==> config.mk <==
export PLATFORM = sky130hd
export DESIGN_NAME = dht_poll_scheduler
export DESIGN_NICKNAME = d
export VERILOG_FILES = /design/src/rtl/dht_poll_scheduler.sv
export SDC_FILE = /design/constraint.sdc
export NUM_CORES = 1
export LEC_CHECK = 0
export ABC_AREA = 1
export ABC_CLOCK_PERIOD_IN_PS = 7270
export CORE_UTILIZATION = 61
export DETAILED_ROUTE_END_ITERATION = 8
export PLACE_DENSITY = 0.95
export SLEW_MARGIN = 15
export SYNTH_ARGS = -nofsm -noshare
export SYNTH_HDL_FRONTEND = slang
export SYNTH_SLANG_ARGS = --single-unit
export TNS_END_PERCENT = 20
==> constraint.sdc <==
create_clock -name clk -period 7.27 [get_ports clk]
set_clock_uncertainty 0.1 [all_clocks]
set_input_delay 0.727 -clock clk [delete_from_list [all_inputs] [get_ports clk]]
set_output_delay 0.727 -clock clk [all_outputs]
set_load 0.02 [all_outputs]
==> src/rtl/dht_poll_scheduler.sv <==
// Purpose : schedules DHT-sensor reads (periodic + manual), retries failed frames, publishes last good values.
// Latency : rd_start follows a request once the inter-read gap has elapsed; upd/fail pulse 1 cycle after CHECK/attempt end.
// Backpres: none; requests coalesce into one pending flag, rd_done outside WAIT_DONE is dropped.
//
// Ports:
//   clk, rst        - system clock, asynchronous active-high reset
//   req_manual      - single-cycle read request
//   rd_start        - single-cycle reader trigger
//   rd_done/rd_data - frame-complete strobe and 40-bit frame {hum_int, hum_dec, temp_int, temp_dec, checksum}
//   temp, humidity  - last good temperature / humidity integer bytes
//   valid           - at least one good frame since reset
//   upd, fail       - single-cycle new-value / retries-exhausted strobes
//   err_count       - exhausted-sequence counter, saturating at 255
//   busy            - sequence in progress (FSM not in IDLE)
// Build option: define DHT_CHECKSUM_EN to verify the frame checksum; otherwise every
// received frame is accepted and only timeouts cause retries.

module dht_poll_scheduler #(
    parameter int PERIOD_CYC  = 100_000_000,
    parameter int MIN_GAP_CYC = 50_000_000,
    parameter int TIMEOUT_CYC = 1_000_000,
    parameter int MAX_RETRY   = 2
) (
    input  logic        clk,
    input  logic        rst,
    input  logic        req_manual,
    output logic        rd_start,
    input  logic        rd_done,
    input  logic [39:0] rd_data,
    output logic [7:0]  temp,
    output logic [7:0]  humidity,
    output logic        valid,
    output logic        upd,
    output logic        fail,
    output logic [7:0]  err_count,
    output logic        busy
);

    localparam int PW = (PERIOD_CYC > 2) ? $clog2(PERIOD_CYC) : 1;
    localparam int GW = (MIN_GAP_CYC > 0) ? $clog2(MIN_GAP_CYC + 1) : 1;
    localparam int TW = (TIMEOUT_CYC > 2) ? $clog2(TIMEOUT_CYC) : 1;
    localparam int RW = (MAX_RETRY > 0) ? $clog2(MAX_RETRY + 1) : 1;

    localparam logic [PW-1:0] PER_LAST = PW'(PERIOD_CYC - 1);
    localparam logic [GW-1:0] GAP_MAX  = GW'(MIN_GAP_CYC);
    localparam logic [TW-1:0] TMO_LAST = TW'(TIMEOUT_CYC - 1);
    localparam logic [RW-1:0] RTY_MAX  = RW'(MAX_RETRY);

    typedef enum logic [2:0] {
        IDLE,
        WAIT_GAP,
        START,
        WAIT_DONE,
        CHECK,
        UPDATE
    } state_t;

    state_t          r_state;
    logic [PW-1:0]   r_per_cnt;
    logic [GW-1:0]   r_gap_cnt;
    logic [TW-1:0]   r_tmo_cnt;
    logic [RW-1:0]   r_retry;
    logic            r_pending;

    logic            r_rd_start;
    logic [7:0]      r_temp;
    logic [7:0]      r_hum;
    logic            r_valid;
    logic            r_upd;
    logic            r_fail;
    logic [7:0]      r_err;
    logic            r_busy;

    // Bytes of the captured frame that UPDATE needs.
    logic [7:0]      r_cap_hum;
    logic [7:0]      r_cap_temp;

    logic            w_req;
    logic            w_pass;
    logic            w_attempt_fail;

    assign w_req = req_manual | (r_per_cnt == PER_LAST);

`ifdef DHT_CHECKSUM_EN
    logic [7:0]      r_cap_hdec;
    logic [7:0]      r_cap_tdec;
    logic [7:0]      r_cap_ck;
    logic [7:0]      w_sum;

    // 8-bit sum: carries out of the byte are discarded, i.e. mod 256.
    assign w_sum  = r_cap_hum + r_cap_hdec + r_cap_temp + r_cap_tdec;
    assign w_pass = (w_sum == r_cap_ck);

    always_ff @(posedge clk or posedge rst) begin
        if (rst) begin
            r_cap_hdec <= 8'd0;
            r_cap_tdec <= 8'd0;
            r_cap_ck   <= 8'd0;
        end else if (r_state == WAIT_DONE && rd_done) begin
            r_cap_hdec <= rd_data[31:24];
            r_cap_tdec <= rd_data[15:8];
            r_cap_ck   <= rd_data[7:0];
        end
    end
`else
    // Without checksum checking the decimal and checksum bytes are never consumed.
    logic w_unused_bytes;
    assign w_unused_bytes = ^{rd_data[31:24], rd_data[15:0]};
    assign w_pass         = 1'b1;
`endif

    // A failed attempt is either a timeout with no frame this cycle (rd_done wins a tie)
    // or a frame rejected by CHECK.
    assign w_attempt_fail = ((r_state == WAIT_DONE) && !rd_done && (r_tmo_cnt == TMO_LAST))
                          || ((r_state == CHECK) && !w_pass);

    always_ff @(posedge clk or posedge rst) begin
        if (rst) begin
            r_state    <= IDLE;
            r_per_cnt  <= '0;
            r_gap_cnt  <= '0;
            r_tmo_cnt  <= '0;
            r_retry    <= '0;
            r_pending  <= 1'b0;
            r_rd_start <= 1'b0;
            r_temp     <= 8'd0;
            r_hum      <= 8'd0;
            r_valid    <= 1'b0;
            r_upd      <= 1'b0;
            r_fail     <= 1'b0;
            r_err      <= 8'd0;
            r_busy     <= 1'b0;
            r_cap_hum  <= 8'd0;
            r_cap_temp <= 8'd0;
        end else begin
            r_rd_start <= 1'b0;
            r_upd      <= 1'b0;
            r_fail     <= 1'b0;

            // Free-running period counter; its terminal count raises a request.
            if (r_per_cnt == PER_LAST) begin
                r_per_cnt <= '0;
            end else begin
                r_per_cnt <= r_per_cnt + 1'b1;
            end

            // Time since the last reader trigger, held once the minimum gap is reached.
            // Starting from 0 at reset also gives the sensor its power-up settling time.
            if (r_rd_start) begin
                r_gap_cnt <= '0;
            end else if (r_gap_cnt != GAP_MAX) begin
                r_gap_cnt <= r_gap_cnt + 1'b1;
            end

            // Single pending flag: a request landing on the consume cycle is absorbed
            // by the sequence that is just starting.
            if (r_state == IDLE && r_pending) begin
                r_pending <= 1'b0;
            end else if (w_req) begin
                r_pending <= 1'b1;
            end

            case (r_state)
                IDLE: begin
                    if (r_pending) begin
                        r_state <= WAIT_GAP;
                        r_busy  <= 1'b1;
                    end
                end

                WAIT_GAP: begin
                    if (r_gap_cnt == GAP_MAX) begin
                        r_state    <= START;
                        r_rd_start <= 1'b1;
                    end
                end

                START: begin
                    r_tmo_cnt <= '0;
                    r_state   <= WAIT_DONE;
                end

                WAIT_DONE: begin
                    if (rd_done) begin
                        r_cap_hum  <= rd_data[39:32];
                        r_cap_temp <= rd_data[23:16];
                        r_state    <= CHECK;
                    end else if (r_tmo_cnt != TMO_LAST) begin
                        r_tmo_cnt <= r_tmo_cnt + 1'b1;
                    end
                end

                CHECK: begin
                    if (w_pass) begin
                        r_state <= UPDATE;
                    end
                end

                UPDATE: begin
                    r_temp  <= r_cap_temp;
                    r_hum   <= r_cap_hum;
                    r_valid <= 1'b1;
                    r_upd   <= 1'b1;
                    r_retry <= '0;
                    r_state <= IDLE;
                    r_busy  <= 1'b0;
                end

                default: begin
                    r_state <= IDLE;
                    r_busy  <= 1'b0;
                end
            endcase

            // Shared failure path for timeouts and checksum rejects; published
            // values are deliberately left untouched here.
            if (w_attempt_fail) begin
                if (r_retry == RTY_MAX) begin
                    r_fail  <= 1'b1;
                    r_retry <= '0;
                    r_state <= IDLE;
                    r_busy  <= 1'b0;
                    if (r_err != 8'hFF) begin
                        r_err <= r_err + 8'd1;
                    end
                end else begin
                    // Retry goes back through WAIT_GAP so the sensor gap still holds.
                    r_retry <= r_retry + 1'b1;
                    r_state <= WAIT_GAP;
                end
            end
        end
    end

    assign rd_start  = r_rd_start;
    assign temp      = r_temp;
    assign humidity  = r_hum;
    assign valid     = r_valid;
    assign upd       = r_upd;
    assign fail      = r_fail;
    assign err_count = r_err;
    assign busy      = r_busy;

endmodule

# Word level (Yosys, flattened, before mapping)

Cells that the tools add are included.

Word-level logic and storage cells: 79
Bits in registers: 124
Input port bits: 44
Output and inout bits: 29

Reduce and logical (&&, ||, !) cells: 14
Multiplexer cells: 26
Eq/ne operators: 17
Add/subtract/negate cells: 5
Bitwise operators: 1

Operators with widths:

| cell                    | count |
|---|---|
| $mux W26                | 2 |
| $mux W20                | 2 |
| $pmux W20 S2            | 1 |
| $add A27 B1 Y27 const B | 1 |
| $eq A27 B27 Y1 const B  | 1 |
| $mux W27                | 1 |
| $add A26 B1 Y26 const B | 1 |
| $eq A26 B26 Y1 const B  | 1 |
| $ne A26 B26 Y1 const B  | 1 |
| $add A20 B1 Y20 const B | 1 |
| $eq A20 B20 Y1 const B  | 1 |
| $ne A20 B20 Y1 const B  | 1 |
| $pmux W3 S5             | 1 |
| $mux W3                 | 4 |
| $mux W1                 | 11 |
| $ne A3 B3 Y1 const B    | 3 |
| $reduce_and A3 Y1       | 3 |
| $add A8 B1 Y8 const B   | 1 |
| $ne A8 B8 Y1 const B    | 1 |
| $reduce_bool A2 Y1      | 4 |
| $eq A3 B2 Y1 const B    | 2 |
| $eq A3 B3 Y1 const B    | 2 |
| $mux W2                 | 3 |
| $reduce_or A4 Y1        | 1 |
| 11 further kinds        | 13 |

# Logic depth before layout (Yosys ltp)

Depth after elaboration: 5
Depth in mapped cells: 11
Mapped depth without buffers: 11

# Worst setup path before layout

OpenSTA, ideal clock, no wires.

Path kind: register -> register
From: register r_tmo_cnt[0]
To: register r_err[2], in the netlist err_count[2]
Data arrival time: 1.610 ns
Period minus slack after synthesis: 1.832 ns
Slack: 5.438 ns
Data required time: 7.048 ns
Stages on the path, launching flop included: 10
Path buffers: 1
Setup time: 0.122 ns
Path through: dfrtp_1 ha_1 nand3_4 nor2_1 nand3_2 nor2_4 nand3_4 buf_6 nand2_1 o21ai_2

Cells in the longest elaborated chain, start to end: 3

Ends and longest elaborated chain:

| item                        | line | text |
|---|---|---|
| from (decl)                 | 61   | `logic [TW-1:0] r_tmo_cnt;` |
| from (signal assigned)      | 189  | `r_tmo_cnt <= r_tmo_cnt + 1'b1;` |
| $eq A20 B20 Y1              | 114  | `assign w_attempt_fail = ((r_state == WAIT_DONE) && !rd_done && (r_tmo_cnt == TMO_LAST))` |
| $logic_and A1 B1 Y1         | 114  |  |
| $reduce_and A3 Y1 (no line) | n/a  |  |
| to (signal assigned)        | 224  | `r_err <= r_err + 8'd1;` |
| to (decl)                   | 71   | `logic [7:0] r_err;` |

Every way passes these cells.
A chain may end at the register's enable or synchronous reset.

# Worst setup path after layout

From: register r_rd_start, in the netlist rd_start
To: output port rd_start

RTL lines:

| item                   | line | text |
|---|---|---|
| from (decl)            | 65   | `logic r_rd_start;` |
| from (signal assigned) | 125  | `r_rd_start <= 1'b0;` |
| from (signal assigned) | 136  | `r_rd_start <= 1'b0;` |
| from (signal assigned) | 174  | `r_rd_start <= 1'b1;` |
| to (decl)              | 27   | `output logic rd_start,` |

No word-level cell between the ends.

==> summary.md <==
| Metric | Value |
|---|---|
| Count of clock tree sinks | 124 |
| CP Max Fanout | 10 |
| Worst path bufs/invs | 1 |
| Clock root cell | sky130_fd_sc_hd__clkbuf_8 |
| Antenna viol nets, final | 0 |
| Number of antenna cells inserted | 0 |
| Static power due to leakage | 3.55 nW |
| Routed wire length | 15200 um |
| Leading register cell type out of synthesis | sky130_fd_sc_hd__dfrtp_1 |
| Seq pwr share | 0.458 |
| IO Count | 73 |
| Number of antenna violations at the first check in global routing | 0 |
| Internal power of the cells | 0.00117 W |
| Number of pins exceeding their max-slew limit in the final report | 0 |
| WL per Instance | 14.2 um |
| Number of nets produced by synthesis | 920 |
| Commonest cells in the synthesized netlist | sky130_fd_sc_hd__nand2_1 (206), sky130_fd_sc_hd__nor2_1 (140), sky130_fd_sc_hd__dfrtp_1 (124) |
| Post-CTS Hold Fix Bufs | 0 |
| Global-route usage over all layers | 0.294 |
| Mean instance size in the synthesized netlist | 7.55 um^2 |
| Cell taking the most area after synthesis | sky130_fd_sc_hd__dfrtp_1 |
| Postcts setup bufs | 0 |
| Largest delay share family, worst path | buffers and inverters |
| Final Critical Period | 2.61 ns |
| Cell Chain, Critical Path | clkdlybuf4s50_1 |
| Switching power share of the total | 0.223 |
| Sequential area share after synthesis | 0.472 |
| Cell Pwr Density | 196 mW/mm^2 |
| Crit. End Element | primary output |
| Fraction of synthesized cell area taken by the top area cell type | 0.472 |
| Post-synth ARST share | 1.00 |
| Power dissipated by switching net loads | 0.000337 W |
| Cell area after placement | 0.00715 mm^2 |
| Via count of the first global-routing pass | 5715 |
| CTS clk-pin slew, worst paths | 0.06 ns |
| CTS Buffer Depth | 2 |
| Final Cell Area | 0.00771 mm^2 |
| Worst setup slack after layout | 4.66 ns |
| Critical path arrival | 1.78 ns |
| Maximum vdd ir drop | 0.236 mV |
| Run status | finished, final reports clean |
| Vert. Die Dim | 106 um |
| Count of max-cap constraint violations | 0 |
| Clk_lat worst skew | 0.54 ns |
| Via Count | 5985 |
| Count of routing violations after the opening detailed-route iteration | 565 |
| Worst Tran Pin Value | 0.842 ns |
| Effective utilization at floorplan | 0.634 |
| Max-slew headroom at the worst pin | 0.438 |
| Total die area | 0.0112 mm^2 |
| Highest cell delay on the worst timing path | 0.69 ns |
| Width of the die | 106 um |
| Number of buffers created by CTS | 17 |
| Largest net degree at the start of global routing | 91 |
| RD Place Congestion | 0.912 |
| Post-synthesis cell count | 871 |
| Port-buffer cells | 48 |
| Vias per cell | 5.59 |
| Fraction of layout cells with a size suffix above 1 | 0.0631 |
| Cell area after synthesis | 0.00657 mm^2 |
| Crit-path slowest cell | sky130_fd_sc_hd__clkdlybuf4s50_1 |
| Max frequency | 384 MHz |
| Most area-consuming cells after synthesis | sky130_fd_sc_hd__dfrtp_1 (47%), sky130_fd_sc_hd__nand2_1 (12%), sky130_fd_sc_hd__nor2_1 (8.0%) |
| Sum of net half-perimeters after detailed placement | 9890 um |
| Final-report setup violation count | 0 |
| Final Util | 0.743 |
| Clock tree from TritonCTS | built |
| Area growth from synthesis to final layout | 17.2% |
| Category of the critical setup timing path | reg2out |
| Aggregate global routing overflow | 0 |
| Post-synthesis register bit count | 124 |
| Count of flip-flops with a built-in enable after synthesis | 0 |
| Detailed Routing Iterations Pass 1 | 7 |
| Final hold violation count | 0 |
| Post-synthesis cell type count | 35 |
| Cell with the most instances after synthesis | sky130_fd_sc_hd__nand2_1 |
| Required time of the critical path | 6.44 ns |
| First-pass GRT wire length | 25900 um |
| Setup WS pre-CTS | 4.53 ns |
| Core Rows | 37 |
| Post-route DRC | 0 |
| Part of the total power dissipated in the clock network | 0.526 |
| Part of the power in combinational logic | 0.016 |
| Ys Warns | 0 |
| Post-Route Setup TNS | 0 ns |
| Resized cells post-CTS | 0 |
| Net total in the final layout | 972 |
| Setup repair after global routing missed its margin | false |
| Tightest Hold Check Type | reg2reg |
| Core area | 0.0104 mm^2 |
| Nature of the critical path startpoint | flop |
| Clock H-tree levels | 4 |
| Share of the clock period used by the worst path | 0.359 |
| Worst Hold Margin | 0.375 ns |
routing by layer:
metal / wire (um) / global-route usage
met2: 7620 / 0.492
met4: 354 / 0.131
met3: 924 / 0.0674
met1: 6270 / 0.364
met5: 0 / 0
through the flow:
step / total power [W] / std cells
finish: 0.00151 / 1071
global route: 0.00155 / 1071
CTS: 0.00152 / 1071
detailed placement: 0.000728 / 1040
global placement: 0.000728 / 1040
floorplan: 0.000713 / 871
placed cells by master (no fill, tap or decap), types with 2 or more instances in the layout:
cell type,instances
sky130_fd_sc_hd__nand3_4,2
sky130_fd_sc_hd__o21ai_0,37
sky130_fd_sc_hd__inv_2,3
sky130_fd_sc_hd__o21ai_2,7
sky130_fd_sc_hd__o21ai_1,12
sky130_fd_sc_hd__xor2_1,24
sky130_fd_sc_hd__clkbuf_8,3
sky130_fd_sc_hd__clkinvlp_4,4
sky130_fd_sc_hd__xnor2_1,7
sky130_fd_sc_hd__nor3_2,2
sky130_fd_sc_hd__nor2_4,2
sky130_fd_sc_hd__clkbuf_16,16
sky130_fd_sc_hd__inv_6,3
sky130_fd_sc_hd__dfrtp_1,124
sky130_fd_sc_hd__nor4_1,4
sky130_fd_sc_hd__nor3_1,30
sky130_fd_sc_hd__inv_1,112
sky130_fd_sc_hd__clkinv_4,2
sky130_fd_sc_hd__nand3_1,62
sky130_fd_sc_hd__a21oi_1,35
sky130_fd_sc_hd__nand2_1,206
sky130_fd_sc_hd__nor2_1,140
sky130_fd_sc_hd__nand4_1,21
sky130_fd_sc_hd__o31ai_1,4
sky130_fd_sc_hd__ha_1,5
sky130_fd_sc_hd__clkdlybuf4s50_1,48
sky130_fd_sc_hd__clkinv_2,2
sky130_fd_sc_hd__or2_2,3
sky130_fd_sc_hd__nand2_2,2
area by class of cell:
type,instances,area [um^2]
clock buffer,19,442
clock inverter,12,114
fill,723,2660
inverter,116,438
multi-input combinational,614,2940
sequential,124,3100
tap,136,170
timing repair buffer,50,499
cells by family (layout without fill, tap and decap cells):
| group | after synthesis | in the layout | synth area share |
|---|---|---|---|
| and+or+nand+nor | 480 | 480 | 0.315 |
| buffers and inverters | 133 | 197 | 0.0807 |
| DFF | 124 | 124 | 0.472 |
| AOI/OAI and AO/OA | 98 | 98 | 0.0813 |
| xor gates and xnor gates | 31 | 31 | 0.0413 |
| adders and majority gates | 5 | 5 | 0.00952 |
final timing paths:
kind | startpoint | to | slack [ns] | depth (start not counted)
max | rd_start$_DFF_PP0_ | rd_start | 4.66 | 1
min | valid$_DFFE_PP0P_ | valid$_DFFE_PP0P_ | 0.38 | 1
max reg2reg | r_state[0]$_DFFE_PP0P_ | r_tmo_cnt[18]$_DFFE_PP0P_ | 4.74 | 10
min reg2reg | valid$_DFFE_PP0P_ | valid$_DFFE_PP0P_ | 0.38 | 1
max in group asynchronous | rst | r_tmo_cnt[11]$_DFFE_PP0P_ | 5.49 | 3
min in group asynchronous | rst | r_gap_cnt[19]$_DFFE_PP0P_ | 0.46 | 2
power by group through the flow:
stage | sequential (W) | combinational (W) | clock, W
6_report | 0.000690 | 0.0000245 | 0.000794
3_5_place_dp | 0.000703 | 0.0000250 | 0
4_1_cts | 0.000690 | 0.0000252 | 0.000801
3_3_place_gp | 0.000703 | 0.0000250 | 0
2_1_floorplan | 0.000703 | 0.0000102 | 0
5_1_grt | 0.000690 | 0.0000281 | 0.000831
sequential cells by signal, indices dropped and copies added (netlist names), 2 cells and up:
name / count
temp: 8
r_per_cnt: 27
r_retry: 2
r_state: 3
err_count: 8
humidity: 8
r_gap_cnt: 26
r_cap_hum: 8
r_cap_temp: 8
r_tmo_cnt: 20
No activity file was read; power rests on OpenSTA's default activity.
